--- src/rtl/axi_rab_pkg.sv ---
// Shared types and constants for the RAB W-channel replay path.
package axi_rab_pkg;

  // Width of an AXI4 burst length field (AxLEN).
  localparam int unsigned RAB_AXI_LEN_WIDTH = 8;

  // Replay FSM states.
  typedef enum logic [1:0] {
    IDLE = 2'd0,
    FWD  = 2'd1,
    DROP = 2'd2
  } rab_wstate_e;

  // One per-burst command from the miss/translation logic.
  typedef struct packed {
    logic [RAB_AXI_LEN_WIDTH-1:0] len;   // beats - 1
    logic                         drop;  // 1 = discard burst
  } rab_wcmd_t;

endpackage

--- src/rtl/axi_w_replay_rab_cmd_fifo.sv ---
// Register-based circular command FIFO. Pushes are refused while full even
// when a pop happens in the same cycle, and a freshly pushed entry only
// becomes visible at the head in the following cycle.
module rab_cmd_fifo
  import axi_rab_pkg::*;
#(
  parameter int unsigned DEPTH     = 4,
  parameter int unsigned LOG_DEPTH = 2,
  parameter type         elem_t    = rab_wcmd_t
) (
  input  logic               clk,
  input  logic               rstn,
  input  logic               flush_i,
  input  logic               push_i,
  input  elem_t              data_i,
  input  logic               pop_i,
  output elem_t              data_o,
  output logic               full_o,
  output logic               empty_o,
  output logic [LOG_DEPTH:0] count_o
);

  localparam logic [LOG_DEPTH-1:0] LAST_IDX = LOG_DEPTH'(DEPTH - 1);
  localparam logic [LOG_DEPTH:0]   FULL_CNT = (LOG_DEPTH + 1)'(DEPTH);

  elem_t                mem_q [DEPTH];
  logic [LOG_DEPTH-1:0] wr_ptr_q;
  logic [LOG_DEPTH-1:0] wr_ptr_d;
  logic [LOG_DEPTH-1:0] rd_ptr_q;
  logic [LOG_DEPTH-1:0] rd_ptr_d;
  logic [LOG_DEPTH:0]   count_q;
  logic [LOG_DEPTH:0]   count_d;
  logic                 push_s;
  logic                 pop_s;

  // Pointer advance with explicit wrap so non power-of-two depths work.
  function automatic logic [LOG_DEPTH-1:0] ptr_inc(input logic [LOG_DEPTH-1:0] ptr);
    if (ptr == LAST_IDX) begin
      return '0;
    end else begin
      return ptr + LOG_DEPTH'(1);
    end
  endfunction

  assign full_o  = (count_q == FULL_CNT);
  assign empty_o = (count_q == '0);
  assign push_s  = push_i & ~full_o;
  assign pop_s   = pop_i & ~empty_o;
  assign data_o  = mem_q[rd_ptr_q];
  assign count_o = count_q;

  // Next-state for pointers and occupancy.
  always_comb begin
    wr_ptr_d = push_s ? ptr_inc(wr_ptr_q) : wr_ptr_q;
    rd_ptr_d = pop_s  ? ptr_inc(rd_ptr_q) : rd_ptr_q;
    case ({push_s, pop_s})
      2'b10:   count_d = count_q + (LOG_DEPTH + 1)'(1);
      2'b01:   count_d = count_q - (LOG_DEPTH + 1)'(1);
      default: count_d = count_q;
    endcase
  end

  // Pointer/count registers; reset wins over flush.
  always_ff @(posedge clk) begin
    if (!rstn) begin
      wr_ptr_q <= '0;
      rd_ptr_q <= '0;
      count_q  <= '0;
    end else if (flush_i) begin
      wr_ptr_q <= '0;
      rd_ptr_q <= '0;
      count_q  <= '0;
    end else begin
      wr_ptr_q <= wr_ptr_d;
      rd_ptr_q <= rd_ptr_d;
      count_q  <= count_d;
    end
  end

  // Entry storage; written only on an accepted push.
  always_ff @(posedge clk) begin
    if (!rstn) begin
      for (int i = 0; i < int'(DEPTH); i++) begin
        mem_q[i] <= '0;
      end
    end else if (push_s && !flush_i) begin
      mem_q[wr_ptr_q] <= data_i;
    end else begin
      mem_q <= mem_q;
    end
  end

endmodule

--- src/rtl/axi_w_replay_rab.sv ---
// Drains the RAB W-beat buffer onto the master W channel in AW order.
// Forwarded bursts get a regenerated w_last; dropped bursts are consumed
// silently and reported with a one-cycle drop_done pulse.
module axi_w_replay_rab
  import axi_rab_pkg::*;
#(
  parameter int unsigned DATA_WIDTH    = 32,
  parameter int unsigned CMD_DEPTH     = 4,
  parameter int unsigned LOG_CMD_DEPTH = 2
) (
  input  logic                  clk,
  input  logic                  rstn,
  input  logic                  cmd_valid_i,
  input  logic [7:0]            cmd_len_i,
  input  logic                  cmd_drop_i,
  output logic                  cmd_ready_o,
  input  logic [DATA_WIDTH-1:0] buf_data_i,
  input  logic                  buf_valid_i,
  output logic                  buf_ready_o,
  output logic [DATA_WIDTH-1:0] w_data_o,
  output logic                  w_last_o,
  output logic                  w_valid_o,
  input  logic                  w_ready_i,
  output logic                  drop_done_o,
  input  logic                  flush_i,
  output logic                  busy_o
);

  rab_wstate_e                  state_q;
  rab_wstate_e                  state_d;
  logic [RAB_AXI_LEN_WIDTH-1:0] cnt_q;
  logic [RAB_AXI_LEN_WIDTH-1:0] cnt_d;
  logic                         drop_done_q;
  logic                         drop_done_d;

  rab_wcmd_t                    cmd_in_s;
  rab_wcmd_t                    cmd_head_s;
  logic                         fifo_full_s;
  logic                         fifo_empty_s;
  logic                         fifo_push_s;
  logic                         fifo_pop_s;
  logic [LOG_CMD_DEPTH:0]       fifo_count_s;

  logic                         burst_end_s;
  logic                         buf_ready_s;
  logic                         w_valid_s;
  logic                         w_last_s;

  assign cmd_in_s    = '{len: cmd_len_i, drop: cmd_drop_i};
  assign fifo_push_s = cmd_valid_i & cmd_ready_o;

  rab_cmd_fifo #(
    .DEPTH     (CMD_DEPTH),
    .LOG_DEPTH (LOG_CMD_DEPTH),
    .elem_t    (rab_wcmd_t)
  ) u_cmd_fifo (
    .clk     (clk),
    .rstn    (rstn),
    .flush_i (flush_i),
    .push_i  (fifo_push_s),
    .data_i  (cmd_in_s),
    .pop_i   (fifo_pop_s),
    .data_o  (cmd_head_s),
    .full_o  (fifo_full_s),
    .empty_o (fifo_empty_s),
    .count_o (fifo_count_s)
  );

  // FSM next-state and channel steering. Every path that finishes a burst
  // (or idles) raises burst_end_s, and the shared tail below loads the next
  // command in the same cycle so consecutive bursts run without a bubble.
  always_comb begin
    state_d     = state_q;
    cnt_d       = cnt_q;
    drop_done_d = 1'b0;
    fifo_pop_s  = 1'b0;
    burst_end_s = 1'b0;
    buf_ready_s = 1'b0;
    w_valid_s   = 1'b0;
    w_last_s    = 1'b0;
    case (state_q)
      IDLE: begin
        burst_end_s = 1'b1;
      end
      FWD: begin
        w_valid_s   = buf_valid_i;
        buf_ready_s = w_ready_i;
        w_last_s    = (cnt_q == '0);
        if (buf_valid_i && w_ready_i) begin
          if (cnt_q == '0) begin
            burst_end_s = 1'b1;
          end else begin
            cnt_d = cnt_q - RAB_AXI_LEN_WIDTH'(1);
          end
        end else begin
          cnt_d = cnt_q;
        end
      end
      DROP: begin
        buf_ready_s = 1'b1;
        if (buf_valid_i) begin
          if (cnt_q == '0) begin
            burst_end_s = 1'b1;
            drop_done_d = 1'b1;
          end else begin
            cnt_d = cnt_q - RAB_AXI_LEN_WIDTH'(1);
          end
        end else begin
          cnt_d = cnt_q;
        end
      end
      default: begin
        state_d = IDLE;
      end
    endcase

    if (burst_end_s) begin
      if (!fifo_empty_s) begin
        fifo_pop_s = 1'b1;
        cnt_d      = cmd_head_s.len;
        state_d    = cmd_head_s.drop ? DROP : FWD;
      end else begin
        state_d = IDLE;
      end
    end else begin
      fifo_pop_s = 1'b0;
    end
  end

  // FSM, beat counter and drop_done pulse; reset wins over flush.
  always_ff @(posedge clk) begin
    if (!rstn) begin
      state_q     <= IDLE;
      cnt_q       <= '0;
      drop_done_q <= 1'b0;
    end else if (flush_i) begin
      state_q     <= IDLE;
      cnt_q       <= '0;
      drop_done_q <= 1'b0;
    end else begin
      state_q     <= state_d;
      cnt_q       <= cnt_d;
      drop_done_q <= drop_done_d;
    end
  end

  // Outputs are forced to their idle values while rstn is low, before the
  // synchronous reset has taken effect on the state registers.
  assign cmd_ready_o = ~fifo_full_s | ~rstn;
  assign buf_ready_o = buf_ready_s & rstn;
  assign w_valid_o   = w_valid_s & rstn;
  assign w_last_o    = w_last_s & rstn;
  assign w_data_o    = buf_data_i;
  assign drop_done_o = drop_done_q;
  assign busy_o      = rstn & ((state_q != IDLE) | (fifo_count_s != '0));

endmodule

--- config.mk ---
export PLATFORM = sky130hd
export DESIGN_NAME = axi_w_replay_rab
export DESIGN_NICKNAME = d
export VERILOG_FILES = /design/src/rtl/axi_rab_pkg.sv /design/src/rtl/axi_w_replay_rab_cmd_fifo.sv /design/src/rtl/axi_w_replay_rab.sv
export SDC_FILE = /design/constraint.sdc
export NUM_CORES = 1
export LEC_CHECK = 0
export BUFFER_PORTS_ARGS = -buffer_cell sky130_fd_sc_hd__buf_2
export CAP_MARGIN = 20
export CELL_PAD_IN_SITES_DETAIL_PLACEMENT = 1
export CELL_PAD_IN_SITES_GLOBAL_PLACEMENT = 1
export CORE_MARGIN = 5
export CORE_UTILIZATION = 36
export DETAILED_ROUTE_END_ITERATION = 12
export PLACE_DENSITY = 0.82
export SYNTH_ARGS = -nofsm -noshare
export SYNTH_HDL_FRONTEND = slang
export SYNTH_SLANG_ARGS = --single-unit
--- constraint.sdc ---
create_clock -name clk -period 2.55 [get_ports clk]
set_clock_uncertainty 0.2 [all_clocks]
set_input_delay 0.6375 -clock clk [delete_from_list [all_inputs] [get_ports clk]]
set_output_delay 0.6375 -clock clk [all_outputs]
set_load 0.02 [all_outputs]
==> summary.txt <==
Worst setup path
  • Worst path max stage delay: 0.35 ns
  • Crit-path cells: inv_2 -> ha_4 -> nor3b_4 -> a41o_1 -> nand2_2 -> inv_2 -> ha_4 -> inv_2 -> fa_2 -> xor2_1 -> or3_1 -> a21oi_1
  • Crit path capture: u_cmd_fifo.count_o[2]$_SDFFE_PP0P_
  • Critical Path AT: 2.57 ns
  • R2r endpoint: u_cmd_fifo.count_o[2]$_SDFFE_PP0P_
  • CP delay by family, top: adder cells
  • Worst path depth: 12
  • Register-to-Register Path Depth: 12
  • WP data required: 2.59 ns
  • Crit path kind: reg2reg
  • R2r setup slk: 0.02 ns
  • Critical Path Start: cnt_q[0]$_SDFF_PP0_
  • Crit Path Max Fanout: 4
  • Buffers & Inverters on Critical Path: 3
  • CP max stage cell: dfxtp_2
  • Nature of the critical path startpoint: register
  • Reg2Reg Launch Point: cnt_q[0]$_SDFF_PP0_
  • Worst Setup End Kind: register
  • Most common cell on crit path: inv_2

Drt
  • Drt initial violations: 78
  • Vias: 2310
  • Vias per cell: 5.335
  • Routed WL: 7436 um
  • Detailed Routing Iterations Pass 1: 4
  • Per-cell routed wire length: 17.17 um
  • Antenna Nets Post-Route: 0
  • DRC viols: 0

Die
  • Core Box Area: 0.008593 mm^2
  • Die W: 103.2 um
  • Initial Util: 36.37%
  • Row cnt: 34
  • Die Ht: 103.2 um
  • Die area: 0.01065 mm^2
  • Ports: 85

Clocking
  • Clock Sinks: 54
  • CTS H-tree depth: 2
  • TritonCTS Buffers: 5
  • Hold_buf cts: 0
  • CTS tree: yes
  • Worst-skew pair later-pin latency: 0.31 ns
  • Reg clk slew, reported paths: 0.10 ns
  • Clk root buf: clkbuf_8
  • Max Root-Sink Buffers: 2

Cells and area
  • Final layout net count: 384
  • Antenna fix cells: 0
  • Commonest non-fill, non-tap cell in the layout: dfxtp_1
  • Commonest non-fill, non-tap cells in the layout: dfxtp_1 (51), nor2b_1 (39), mux2i_1 (37)
  • Area growth syn-to-layout: 8.487%
  • Layout cells sized above 1: 25.23%
  • # fillers: 996

Power
  • Worst vdd ir: 283.8 uV
  • Leakage Power: 1.446 nW
  • Internal power: 0.001338 W
  • Reg power frac: 48.0%
  • Psw: 0.0005413 W
  • Combinational share of power: 19.5%
  • Clock network fraction of design power: 32.5%
  • Power per cell area: 554.2 mW/mm^2
  • Sw Ratio: 28.81%

Synth
  • Synthesized cell area: 0.003125 mm^2
  • Count of different cell masters after synthesis: 43
  • Syn Inst Count: 321
  • Seq cells post-synth: 54
  • Sequential share of the synthesized area: 34.59%
  • Total nets after synthesis: 381
  • Total number of yosys warnings: 0
  • Synthesized area per cell: 9.737 um^2

Placement
  • Gp weighted congestion: 0.8286
  • Post-DP HPWL: 5508 um
  • Pre-CTS setup slack: -0.1358 ns
  • Buffers on Ports: 20

STA
  • Final hold vios: 0
  • Post-route setup slack: 0.02396 ns
  • Setup tns final: 0 ns
  • Final Critical Period: 2.526 ns
  • Worst Tran Pin Value: 0.6719 ns
  • Fmax: 395.9 MHz
  • Final setup vio count: 0
  • Final worst-path cycle share: 99.06%
  • Slew Limit Fails: 0
  • Unrepaired setup endpoints after global routing: true
  • Slew headroom: 55.21%

GRT
  • Total gr overflow: 0
  • Initial antenna violation count: 0
  • Total track usage: 14.81%
  • Largest net degree at the start of global routing: 36
  • Global-route wire length before repair: 12520 um
  • Number of global-route vias before repair: 2498

Run
  • Max-cap violation count: 0

Outcome
  • Status: completed

Min path
  • Worst Hold Class: reg2reg
==> stage by stage <==
step / instance area, um^2 / total power, W / hold WS [ns] / utilization [%] / instances
2_1_floorplan: 3164 / 0.001223 / 0.2692 / - / 321
3_3_place_gp: 3239 / 0.001265 / 0.2863 / 37.70 / 422
3_5_place_dp: 3239 / 0.001278 / 0.2994 / 37.70 / 422
4_1_cts: 3357 / 0.001885 / 0.3148 / 39.07 / 430
5_1_grt: 3391 / 0.001974 / 0.3595 / 39.46 / 433
6_report: 3391 / 0.001879 / 0.3084 / 39.46 / 433
==> power groups by stage <==
stage	Combinational (W)	Clock [W]	Sequential, W
after floorplan	0.000312	0	0.000911
after global placement	0.000346	0	0.000918
after detailed placement	0.000357	0	0.000921
after CTS	0.000362	0.000621	0.000902
after global routing	0.000404	0.000664	0.000907
final	0.000367	0.000611	0.000901
==> area by class of cell <==
| type | instances | area [um^2] | area share, % |
|---|---|---|---|
| Tap cell | 108 | 135.1 | 3.985 |
| Inverter | 12 | 45.04 | 1.328 |
| Multi-Input combinational cell | 207 | 1728 | 50.96 |
| Clock inverter | 3 | 48.80 | 1.439 |
| Sequential cell | 54 | 1085 | 31.99 |
| Timing Repair Buffer | 44 | 280.3 | 8.266 |
| Clock buffer | 5 | 68.82 | 2.030 |
==> worst min-delay path, cell delays in order, from the launching register on <==
cell and delay (ns):
dfxtp_1 0.35, nand2_1 0.07, a21oi_1 0.05
==> routing by layer <==
| metal | routed length, um | global-route usage, % |
|---|---|---|
| met4 | 114 | 5.080 |
| met5 | 0 | 0 |
| met3 | 308 | 2.616 |
| met1 | 3505 | 19.81 |
| met2 | 3507 | 24.17 |
==> kinds of logic (layout without fill, tap and decap cells) <==
kind of cell / after synthesis / in the layout / share of synthesized area, %
muxes: 46 / 46 / 18.33
and+or+nand+nor: 106 / 106 / 21.06
xor gates and xnor gates: 2 / 2 / 0.5606
DFF: 54 / 54 / 34.59
AOI/OAI and AO/OA: 40 / 40 / 8.407
buffers and inverters: 60 / 64 / 11.61
adders and majority gates: 13 / 13 / 5.444
==> synthesized netlist by cell type (all sizes together) <==
library cell / instances / area (um^2)
a211oi: 1 / 7.510
a21boi: 1 / 7.510
a21o: 1 / 7.510
a21oi: 10 / 50.05
a311oi: 7 / 61.31
a41o: 1 / 10.01
a41oi: 1 / 8.760
and3: 1 / 6.260
buf: 38 / 280.3
clkbuf: 10 / 37.54
dfxtp: 54 / 1081
fa: 1 / 20.02
ha: 12 / 150.1
inv: 12 / 45.04
mux2i: 37 / 370.4
mux4: 9 / 202.7
nand2: 10 / 37.54
nand2b: 2 / 12.51
nand3: 6 / 30.03
nand3b: 1 / 7.510
nand4: 2 / 12.51
nand4b: 4 / 35.03
nor2: 8 / 30.03
nor2b: 40 / 250.2
nor3: 11 / 55.05
nor3b: 2 / 20.02
nor4: 7 / 71.31
o21a: 2 / 15.01
o21ai: 11 / 55.05
o22a: 1 / 8.760
o311ai: 1 / 8.760
o31ai: 3 / 22.52
or3: 7 / 43.79
or3b: 2 / 17.52
or4: 2 / 18.77
or4b: 1 / 10.01
xor2: 2 / 17.52
==> state kept, by name, indices dropped and copies added (netlist names) <==
signal               count
u_cmd_fifo.count_o       3
u_cmd_fifo.wr_ptr_q      2
state_q                  2
u_cmd_fifo.rd_ptr_q      2
u_cmd_fifo.mem_q        36
cnt_q                    8
drop_done_o              1
==> timing repair <==
action,in CTS,in global routing
setup buffers,0,3
resized for setup,0,6
setup endpoints to repair,0,3
==> worst min-delay path by stage <==
stage	end	start	cells past startpoint
5_1_grt	u_cmd_fifo.wr_ptr_q[1]$_SDFFE_PP0P_	u_cmd_fifo.wr_ptr_q[1]$_SDFFE_PP0P_	2
6_report	u_cmd_fifo.wr_ptr_q[1]$_SDFFE_PP0P_	u_cmd_fifo.wr_ptr_q[1]$_SDFFE_PP0P_	2
2_1_floorplan	u_cmd_fifo.wr_ptr_q[1]$_SDFFE_PP0P_	u_cmd_fifo.wr_ptr_q[1]$_SDFFE_PP0P_	2
3_5_place_dp	u_cmd_fifo.wr_ptr_q[1]$_SDFFE_PP0P_	u_cmd_fifo.wr_ptr_q[1]$_SDFFE_PP0P_	2
3_3_place_gp	u_cmd_fifo.wr_ptr_q[1]$_SDFFE_PP0P_	u_cmd_fifo.wr_ptr_q[1]$_SDFFE_PP0P_	2
4_1_cts	u_cmd_fifo.wr_ptr_q[1]$_SDFFE_PP0P_	u_cmd_fifo.wr_ptr_q[1]$_SDFFE_PP0P_	2
Power figures use the tool's default switching activity.
